`src/rtl/seq_restoring_divider.sv`:
```
// Iterative radix-2 restoring unsigned divider with start/done handshake.
// Define APPROX_DIV_EN to compute only the upper WIDTH/2 quotient bits.
module sub_half_cell (
  input  logic a,
  input  logic b,
  output logic d,
  output logic bo
);
  assign d  = a ^ b;
  assign bo = ~a & b;
endmodule

module sub_full_cell (
  input  logic a,
  input  logic b,
  input  logic bi,
  output logic d,
  output logic bo
);
  assign d  = a ^ b ^ bi;
  assign bo = (~a & b) | (~(a ^ b) & bi);
endmodule

module seq_restoring_divider #(
  parameter int WIDTH = 8
) (
  input  logic             clk,
  input  logic             rst_n,
  input  logic             start,
  input  logic [WIDTH-1:0] dividend,
  input  logic [WIDTH-1:0] divisor,
  output logic             busy,
  output logic             done,
  output logic [WIDTH-1:0] quotient,
  output logic [WIDTH-1:0] remainder,
  output logic             div_by_zero
);
`ifdef APPROX_DIV_EN
  localparam int ITERS = WIDTH / 2;
`else
  localparam int ITERS = WIDTH;
`endif
  localparam int CW = $clog2(WIDTH + 1);

  typedef enum logic [1:0] {IDLE, CALC, DONE} state_t;
  state_t state, state_nxt;

  logic [WIDTH-1:0] dvd_q, dsr_q, quo_q;
  logic [WIDTH:0]   rem_q;
  logic [CW-1:0]    cnt_q;

  logic [WIDTH:0]   rem_sh, trial, borrow;
  logic [WIDTH:0]   rem_nxt;
  logic [WIDTH-1:0] quo_nxt, dvd_nxt;
  logic             no_borrow;

  // WIDTH+1 bit borrow-ripple chain: shifted remainder minus zero-extended divisor
  assign rem_sh = {rem_q[WIDTH-1:0], dvd_q[WIDTH-1]};
  genvar i;
  generate
    for (i = 0; i <= WIDTH; i++) begin : g_sub
      logic b_bit;
      if (i < WIDTH) begin : g_b
        assign b_bit = dsr_q[i];
      end else begin : g_b0
        assign b_bit = 1'b0;
      end
      if (i == 0) begin : g_h
        sub_half_cell u_cell (.a(rem_sh[i]), .b(b_bit), .d(trial[i]), .bo(borrow[i]));
      end else begin : g_f
        sub_full_cell u_cell (.a(rem_sh[i]), .b(b_bit), .bi(borrow[i-1]),
                              .d(trial[i]), .bo(borrow[i]));
      end
    end
  endgenerate

  assign no_borrow = ~borrow[WIDTH];
  assign rem_nxt   = no_borrow ? trial : rem_sh;
  assign quo_nxt   = {quo_q[WIDTH-2:0], no_borrow};
  assign dvd_nxt   = {dvd_q[WIDTH-2:0], 1'b0};

  always_ff @(posedge clk or negedge rst_n) begin
    if (!rst_n) state <= IDLE;
    else        state <= state_nxt;
  end

  always_comb begin
    state_nxt = state;
    case (state)
      IDLE: if (start) state_nxt = (divisor == '0) ? DONE : CALC;
      CALC: if (cnt_q == CW'(1)) state_nxt = DONE;
      DONE: state_nxt = IDLE;
      default: state_nxt = IDLE;
    endcase
  end

  always_comb begin
    busy = (state == CALC);
    done = (state == DONE);
  end

  always_ff @(posedge clk or negedge rst_n) begin
    if (!rst_n) begin
      dvd_q       <= '0;
      dsr_q       <= '0;
      quo_q       <= '0;
      rem_q       <= '0;
      cnt_q       <= '0;
      quotient    <= '0;
      remainder   <= '0;
      div_by_zero <= 1'b0;
    end else begin
      case (state)
        IDLE: if (start) begin
          dvd_q       <= dividend;
          dsr_q       <= divisor;
          quo_q       <= '0;
          rem_q       <= '0;
          cnt_q       <= CW'(ITERS);
          div_by_zero <= 1'b0;
          if (divisor == '0) begin
            quotient    <= '1;
            remainder   <= dividend;
            div_by_zero <= 1'b1;
          end
        end
        CALC: begin
          dvd_q <= dvd_nxt;
          rem_q <= rem_nxt;
          quo_q <= quo_nxt;
          cnt_q <= cnt_q - CW'(1);
          if (cnt_q == CW'(1)) begin
`ifdef APPROX_DIV_EN
            // Unprocessed low dividend bits sit in the top of the shifted dividend
            quotient  <= quo_nxt << (WIDTH / 2);
            remainder <= {rem_nxt[WIDTH/2-1:0], dvd_nxt[WIDTH-1:WIDTH/2]};
`else
            quotient  <= quo_nxt;
            remainder <= rem_nxt[WIDTH-1:0];
`endif
          end
        end
        default: ;
      endcase
    end
  end
endmodule

```
`config.mk`:
```
export PLATFORM = sky130hd
export DESIGN_NAME = seq_restoring_divider
export DESIGN_NICKNAME = d
export VERILOG_FILES = /design/src/rtl/seq_restoring_divider.sv
export SDC_FILE = /design/constraint.sdc
export NUM_CORES = 1
export LEC_CHECK = 0
export BUFFER_PORTS_ARGS = -buffer_cell sky130_fd_sc_hd__clkbuf_2
export CORE_ASPECT_RATIO = 0.8
export CORE_MARGIN = 8
export CORE_UTILIZATION = 55
export CTS_CLUSTER_SIZE = 16
export DETAILED_ROUTE_END_ITERATION = 6
export PLACE_DENSITY = 0.77
export REMOVE_ABC_BUFFERS = 1
export SLEW_MARGIN = 10
export SYNTH_ARGS = -nofsm -noshare
export SYNTH_HDL_FRONTEND = slang
export SYNTH_SLANG_ARGS = --single-unit
```
`constraint.sdc`:
```
create_clock -name clk -period 4.1 [get_ports clk]
set_input_delay 0.615 -clock clk [delete_from_list [all_inputs] [get_ports clk]]
set_output_delay 0.615 -clock clk [all_outputs]
set_load 0.005 [all_outputs]
```
==> results of run 1 <==
[path summary, 6_finish.rpt]
path                       slack [ns]      endpoint         from
min in group clk                 0.50      dsr_q[0]   divisor[0]
max in group asynchronous        3.11      dvd_q[3]        rst_n
max reg2reg                      0.21  remainder[7]     dvd_q[7]
min reg2reg                      0.51   div_by_zero  div_by_zero
min                              0.16  remainder[6]        rst_n
max                              0.21  remainder[7]     dvd_q[7]
[through the flow]
step / hold slack [ns] / area (sq um) / power [W]
after floorplan: 0.3194 / 2574 / 0.001749
after global placement: 0.4753 / 2849 / 0.002103
after detailed placement: 0.4854 / 2849 / 0.002145
after CTS: 0.1652 / 2939 / 0.002453
after global routing: 0.1751 / 2944 / 0.002697
final: 0.1593 / 2944 / 0.002459
[state kept, by name, summed over array words and instances, names as in the netlist]
| name | flops |
|---|---|
| rem_q | 8 |
| state | 2 |
| cnt_q | 4 |
| div_by_zero | 1 |
| quotient | 8 |
| dsr_q | 8 |
| quo_q | 7 |
| remainder | 8 |
| dvd_q | 8 |
[critical path, cell delays in order (launching register included)]
cell	delay (ns)
dfrtp_1	0.38
inv_1	0.05
ha_1	0.16
inv_1	0.06
fa_1	0.15
inv_1	0.05
fa_1	0.37
fa_1	0.39
fa_1	0.39
fa_1	0.39
fa_1	0.36
inv_1	0.09
fa_2	0.46
nand2_1	0.09
a31oi_1	0.09
mux2_2	0.30
[final cells by class]
| type | instances | share of cell area |
|---|---|---|
| multi-input cells | 182 | 0.3889 |
| repair buffers | 39 | 0.06800 |
| clock inverters | 3 | 0.007225 |
| flip-flops and latches | 54 | 0.4590 |
| well taps | 60 | 0.02550 |
| clock buffers | 5 | 0.02337 |
| inverters | 22 | 0.02805 |
[cell families (layout without fill, tap and decap cells)]
| kind of cell | Yosys count | in the layout | share of synthesized area |
|---|---|---|---|
| xor+xnor | 1 | 1 | 0.003296 |
| simple gates | 90 | 90 | 0.1478 |
| mux | 17 | 17 | 0.07110 |
| compound gates | 64 | 64 | 0.1398 |
| buf+inv | 37 | 69 | 0.06262 |
| fa+ha+maj | 10 | 10 | 0.06685 |
| flops | 54 | 54 | 0.5085 |
[power by group]
| part | total (W) | switching [W] | internal (W) |
|---|---|---|---|
| Combinational | 0.00118 | 0.000680 | 0.000501 |
| Clock | 0.000305 | 0.000184 | 0.000120 |
| Sequential | 0.000974 | 0.000193 | 0.000781 |
| Total | 0.00246 | 0.00106 | 0.00140 |
[layer usage]
layer	global-route usage	vias to the layer above	share of wire
met4	0.06003	0	0.022
met3	0.03897	12	0.045
met5	0	-	0
met2	0.2458	52	0.44
met1	0.2213	1004	0.49
li1	-	956	-
[cells in the final DEF, fill, tap and decap left out, drive strengths merged]
cell type  netlist  routed
nand2           62      62
dfrtp           54      54
clkbuf           8      42
o21ai           35      35
inv             22      22
a21oi           13      13
nor2            12      12
a22oi            9       9
mux2             9       9
mux2i            8       8
fa               7       7
and2b            6       6
nor2b            4       4
nor4             3       3
ha               3       3
o211ai           2       2
buf              7       2
nand2b           2       2
o22ai            2       2
clkinv           0       2
o21bai           1       1
or2              1       1
xnor2            1       1
a22o             1       1
a31oi            1       1
clkinvlp         0       1
[timing repair]
action,CTS,global route
resized for setup,0,3
setup buffers,0,0
endpoints found under the hold margin,0,0
setup endpoints to repair,0,7
==> impl_metrics.json, run 1 <==
{
  "reg2reg_depth": 15,
  "cap_violations": 0,
  "cts.reportedPaths.clkPinSlew_ns": 0.10,
  "netlist.area_leader.share": 0.5085,
  "die_y_um": 78.18,
  "ant_nets": 0,
  "multiInputGateArea_sq_um": 1145,
  "status": "completed",
  "place.port_buffers": 37,
  "finalHoldViolCount": 0,
  "rows": 22,
  "antenna_found_initial": 0,
  "yosys_most_used_dff": "dfrtp_1",
  "syn_avg_cell_area_sq_um": 9.735,
  "hold_buffers": 0,
  "yosys.area.top_type": "dfrtp_1",
  "drive_above_1_share": 0.2000,
  "layout_setup_ws_ns": 0.2116,
  "nFillCells": 400,
  "rsz0062_at_grt": "true",
  "grt_overflow_total": 0,
  "die_area_sq_um": 7326,
  "drv_slew": 0,
  "grt_pass1_vias": 2017,
  "fin_skew_ns": 0.01167,
  "final_cells": 365,
  "required_ns": 4.30,
  "syn-cell-area_sq_um": 2658,
  "drt_iter0_drc": 102,
  "ys_warn_count": 0,
  "grt_pass1_wl_um": 9591,
  "cts_buffers": 5,
  "max_freq_mhz": 257.2,
  "ys_types": 30,
  "clockRootBuffer": "clkbuf_8",
  "fin_util": 0.6366,
  "vias_per_cell": 5.545,
  "ios": 38,
  "yosysMostFrequentCell": "nand2_1",
  "num_vias": 2024,
  "setup_tns_ns": 0,
  "synth_common_cells": "nand2_1 (62), dfrtp_1 (54), o21ai_0 (35), inv_1 (22), a21oi_1 (13)",
  "worstPathMaxFanout": 3,
  "fin_crit_ns": 3.888,
  "power_density_nw_per_um2": 835.4,
  "cts_buffer_depth": 2,
  "cp-end-kind": "flip-flop",
  "worstPathArrival_ns": 4.09,
  "num_antenna_cells": 0,
  "core_sq_um": 4624,
  "track_usage": 0.1626,
  "die_x_um": 93.72,
  "synth_edf_count": 0,
  "syn_inst": 273,
  "start_util": 0.5747,
  "critPathLaunchType": "flip-flop",
  "dp.cells": 357,
  "path_class": "reg2reg",
  "slew_headroom": 0.1856,
  "hold_class": "in2async",
  "setup_viol": 0,
  "register_area_sq_um": 1351,
  "tightest_slew_ns": 1.219,
  "clock_latency_ns": 0.32,
  "p_leak_nw": 1.396,
  "cts_tree": "done",
  "clock_sinks": 54,
  "synthToLayoutAreaGrowth_pct": 10.78,
  "fin_nets": 333,
  "remaining_drc_errors": 0,
  "place_congestion": 0.9423,
  "ys_seq_area_frac": 0.5085,
  "synth-async-reset-ratio": 1.000,
  "finalCritPeriodShare": 0.9484,
  "ir_drop_mv": 0.3749,
  "htree_num_levels": 2,
  "drt-total-wl_um": 5610,
  "dp_hpwl_um": 3969,
  "drtPass1Iterations": 4,
  "yosys-top-cells-area": "dfrtp_1 (51%), nand2_1 (8.8%), o21ai_0 (6.6%)",
  "grt_max_degree": 44,
  "dp_slack_ns": 0.1700,
  "routedWlPerCell_um": 15.37,
  "synth_seq_cells": 54
}
(Power assumes the default switching activity.)
==> inputs of run 2 (changes only) <==
--- a/config.mk
+++ b/config.mk
@@ -5,7 +5,9 @@
 export SDC_FILE = /design/constraint.sdc
 export NUM_CORES = 1
 export LEC_CHECK = 0
+export ABC_AREA = 1
 export BUFFER_PORTS_ARGS = -buffer_cell sky130_fd_sc_hd__clkbuf_2
+export CAP_MARGIN = 0
 export CORE_ASPECT_RATIO = 0.8
 export CORE_MARGIN = 8
 export CORE_UTILIZATION = 55
==> impl_metrics.json, run 2 <==
{
  "status": "completed",
  "ctsResizeCount": 0,
  "p_sw_frac": 0.4470,
  "critPathLaunchType": "flip-flop",
  "die_x_um": 93.20,
  "num_vias": 2038,
  "hold_class": "in2async",
  "path_class": "reg2reg",
  "slew_headroom": 0.3757,
  "dp_hpwl_um": 3830,
  "ant_nets": 0,
  "pwr-share-seq": 0.376,
  "mostFrequentLayoutCells": "nand2_1 (91), dfrtp_1 (54), nand3_1 (39)",
  "synth-xor-area-share": 0.003340,
  "switching_power_w": 0.001095,
  "grt_max_degree": 55,
  "start_util": 0.5705,
  "power_density_nw_per_um2": 843.6,
  "synthMuxAreaShare": 0,
  "grt_overflow_total": 0,
  "cap_violations": 0,
  "cts_buffers": 5,
  "antenna_found_initial": 0,
  "p_leak_nw": 1.498,
  "fin_skew_ns": 0.007564,
  "place_congestion": 0.8752,
  "yosysMostFrequentCell": "nand2_1",
  "cp-end-kind": "flip-flop",
  "vias_per_cell": 5.349,
  "netlist.area_leader.share": 0.5153,
  "ys_warn_count": 0,
  "syn-cell-area_sq_um": 2623,
  "synth_top_family_by_area": "simple AND/OR/NAND/NOR gates",
  "setup_viol": 0,
  "setup_tns_ns": 0,
  "remaining_drc_errors": 0,
  "synthToLayoutAreaGrowth_pct": 10.73,
  "worstPathArrival_ns": 4.08,
  "finalHoldViolCount": 0,
  "core_sq_um": 4597,
  "die_area_sq_um": 7247,
  "syn_inst": 286,
  "max_freq_mhz": 261.0,
  "synth_common_cells": "nand2_1 (91), dfrtp_1 (54), nand3_1 (39), inv_1 (27), o211ai_1 (10)",
  "drtPass1Iterations": 4,
  "yosys-top-cells-area": "dfrtp_1 (52%), nand2_1 (13%), nand3_1 (7.4%)",
  "fin_nets": 349,
  "yosys_most_used_dff": "dfrtp_1",
  "worstPathMaxFanout": 8,
  "p_comb_frac": 0.502,
  "cts_buffer_depth": 2,
  "synth_seq_cells": 54,
  "hold_buffers": 0,
  "rows": 22,
  "syn_avg_cell_area_sq_um": 9.170,
  "die_y_um": 77.76,
  "drive_above_1_share": 0.1745,
  "cts.reportedPaths.clkPinSlew_ns": 0.10,
  "holdWs_ns": 0.3939,
  "clock_latency_ns": 0.31,
  "clock_sinks": 54,
  "htree_num_levels": 2,
  "place.port_buffers": 37,
  "finalCritPeriodShare": 0.9346,
  "ys_seq_area_frac": 0.5153,
  "yosys.area.top_type": "dfrtp_1",
  "track_usage": 0.1678,
  "synthAdderAreaFrac": 0.06775,
  "intPower_w": 0.001355,
  "num_antenna_cells": 0,
  "clkPwrFrac": 0.122,
  "drv_slew": 0,
  "required_ns": 4.35,
  "drt-total-wl_um": 5561,
  "synth_edf_count": 0,
  "grt_pass1_wl_um": 9777,
  "ys_types": 26,
  "synth-async-reset-ratio": 1.000,
  "ios": 38,
  "routedWlPerCell_um": 14.60,
  "tightest_slew_ns": 0.9342,
  "ir_drop_mv": 0.5597,
  "fin_util": 0.6317,
  "synth_compound_area_frac": 0.08206,
  "rsz0062_at_grt": "false",
  "drt_iter0_drc": 176,
  "post-cts-setup-buffers": 0,
  "clockRootBuffer": "clkbuf_8",
  "layout_commonest_cell": "nand2_1",
  "fin_crit_ns": 3.832,
  "yosys.area_share.simple": 0.2586,
  "cts_tree": "done",
  "grt_pass1_vias": 2094,
  "nFillCells": 384
}
## run 2: cell types whose count changed in the layout (fill, tap and decap cells not counted), moves of 4 or more
cell      change
nand3b_1      +6
mux2_2        -7
mux2i_1       -8
nor2b_1       -4
nand2_1      +29
inv_1         +5
a22oi_1       -7
o22ai_1       +8
o21ai_0      -27
and2b_1       -6
o211ai_1      +8
a21oi_1      -13
nand3_1      +39
nor2_1        -4
## run 2: kinds of logic after synthesis
family          after synthesis
simple gates                149
flops                        54
buf+inv                      41
compound gates               31
fa+ha+maj                    10
xor+xnor                      1
## run 2: stage by stage
step / power [W] / worst slack, ns / area, sq um / std cells
2_1_floorplan: 0.001784 / 0.5985 / 2546 / 275
3_3_place_gp: 0.002120 / 0.4194 / 2814 / 373
6_report: 0.002450 / 0.2683 / 2904 / 381
4_1_cts: 0.002474 / 0.2786 / 2904 / 381
5_1_grt: 0.002694 / 0.02241 / 2904 / 381
3_5_place_dp: 0.002166 / 0.3167 / 2814 / 373
## run 2: metal layers
metal	wire, um	vias up	global-route usage
met3	335	9	0.04519
met4	82	0	0.05136
li1	-	998	-
met1	2654	977	0.2248
met2	2489	54	0.2592
met5	0	-	0
## run 2: power groups by stage
stage | logic, W | registers (W) | clock network [W]
4_1_cts | 0.00125 | 0.000922 | 0.000306
2_1_floorplan | 0.000876 | 0.000907 | 0
5_1_grt | 0.00142 | 0.000953 | 0.000326
3_3_place_gp | 0.00120 | 0.000921 | 0
3_5_place_dp | 0.00124 | 0.000930 | 0
6_report | 0.00123 | 0.000921 | 0.000299
## run 2: critical path, cell delays in order, from the launching register on
cell	delay (ns)
dfrtp_1	0.37
inv_1	0.06
ha_1	0.17
inv_1	0.06
fa_1	0.16
inv_1	0.05
fa_1	0.37
fa_1	0.39
fa_1	0.39
fa_1	0.40
fa_1	0.36
inv_1	0.08
fa_1	0.18
inv_1	0.04
nand2_1	0.21
nand3_1	0.15
nand3_1	0.13
nand3_1	0.09
nand2_1	0.11
## run 2: final timing paths
kind / from / to / depth (start not counted) / slack [ns]
min in group clk: quotient[0] / quotient[0] / 2 / 0.47
hold / removal: rst_n / dvd_q[2] / 2 / 0.39
hold reg to reg: quotient[0] / quotient[0] / 2 / 0.47
setup reg to reg: dvd_q[7] / remainder[7] / 18 / 0.27
max in group asynchronous: rst_n / rem_q[3] / 2 / 3.24
setup / recovery: dvd_q[7] / remainder[7] / 18 / 0.27
## run 2: cell type report
type	count	area, sq um	share of cell area
tap	60	75.07	0.02585
sequential	54	1351	0.4653
timing repair buffer	38	192.7	0.06635
clock inverter	3	21.27	0.007324
clock buffer	5	68.82	0.02370
multi-input combinational	191	1080	0.3718
inverter	30	115.1	0.03964
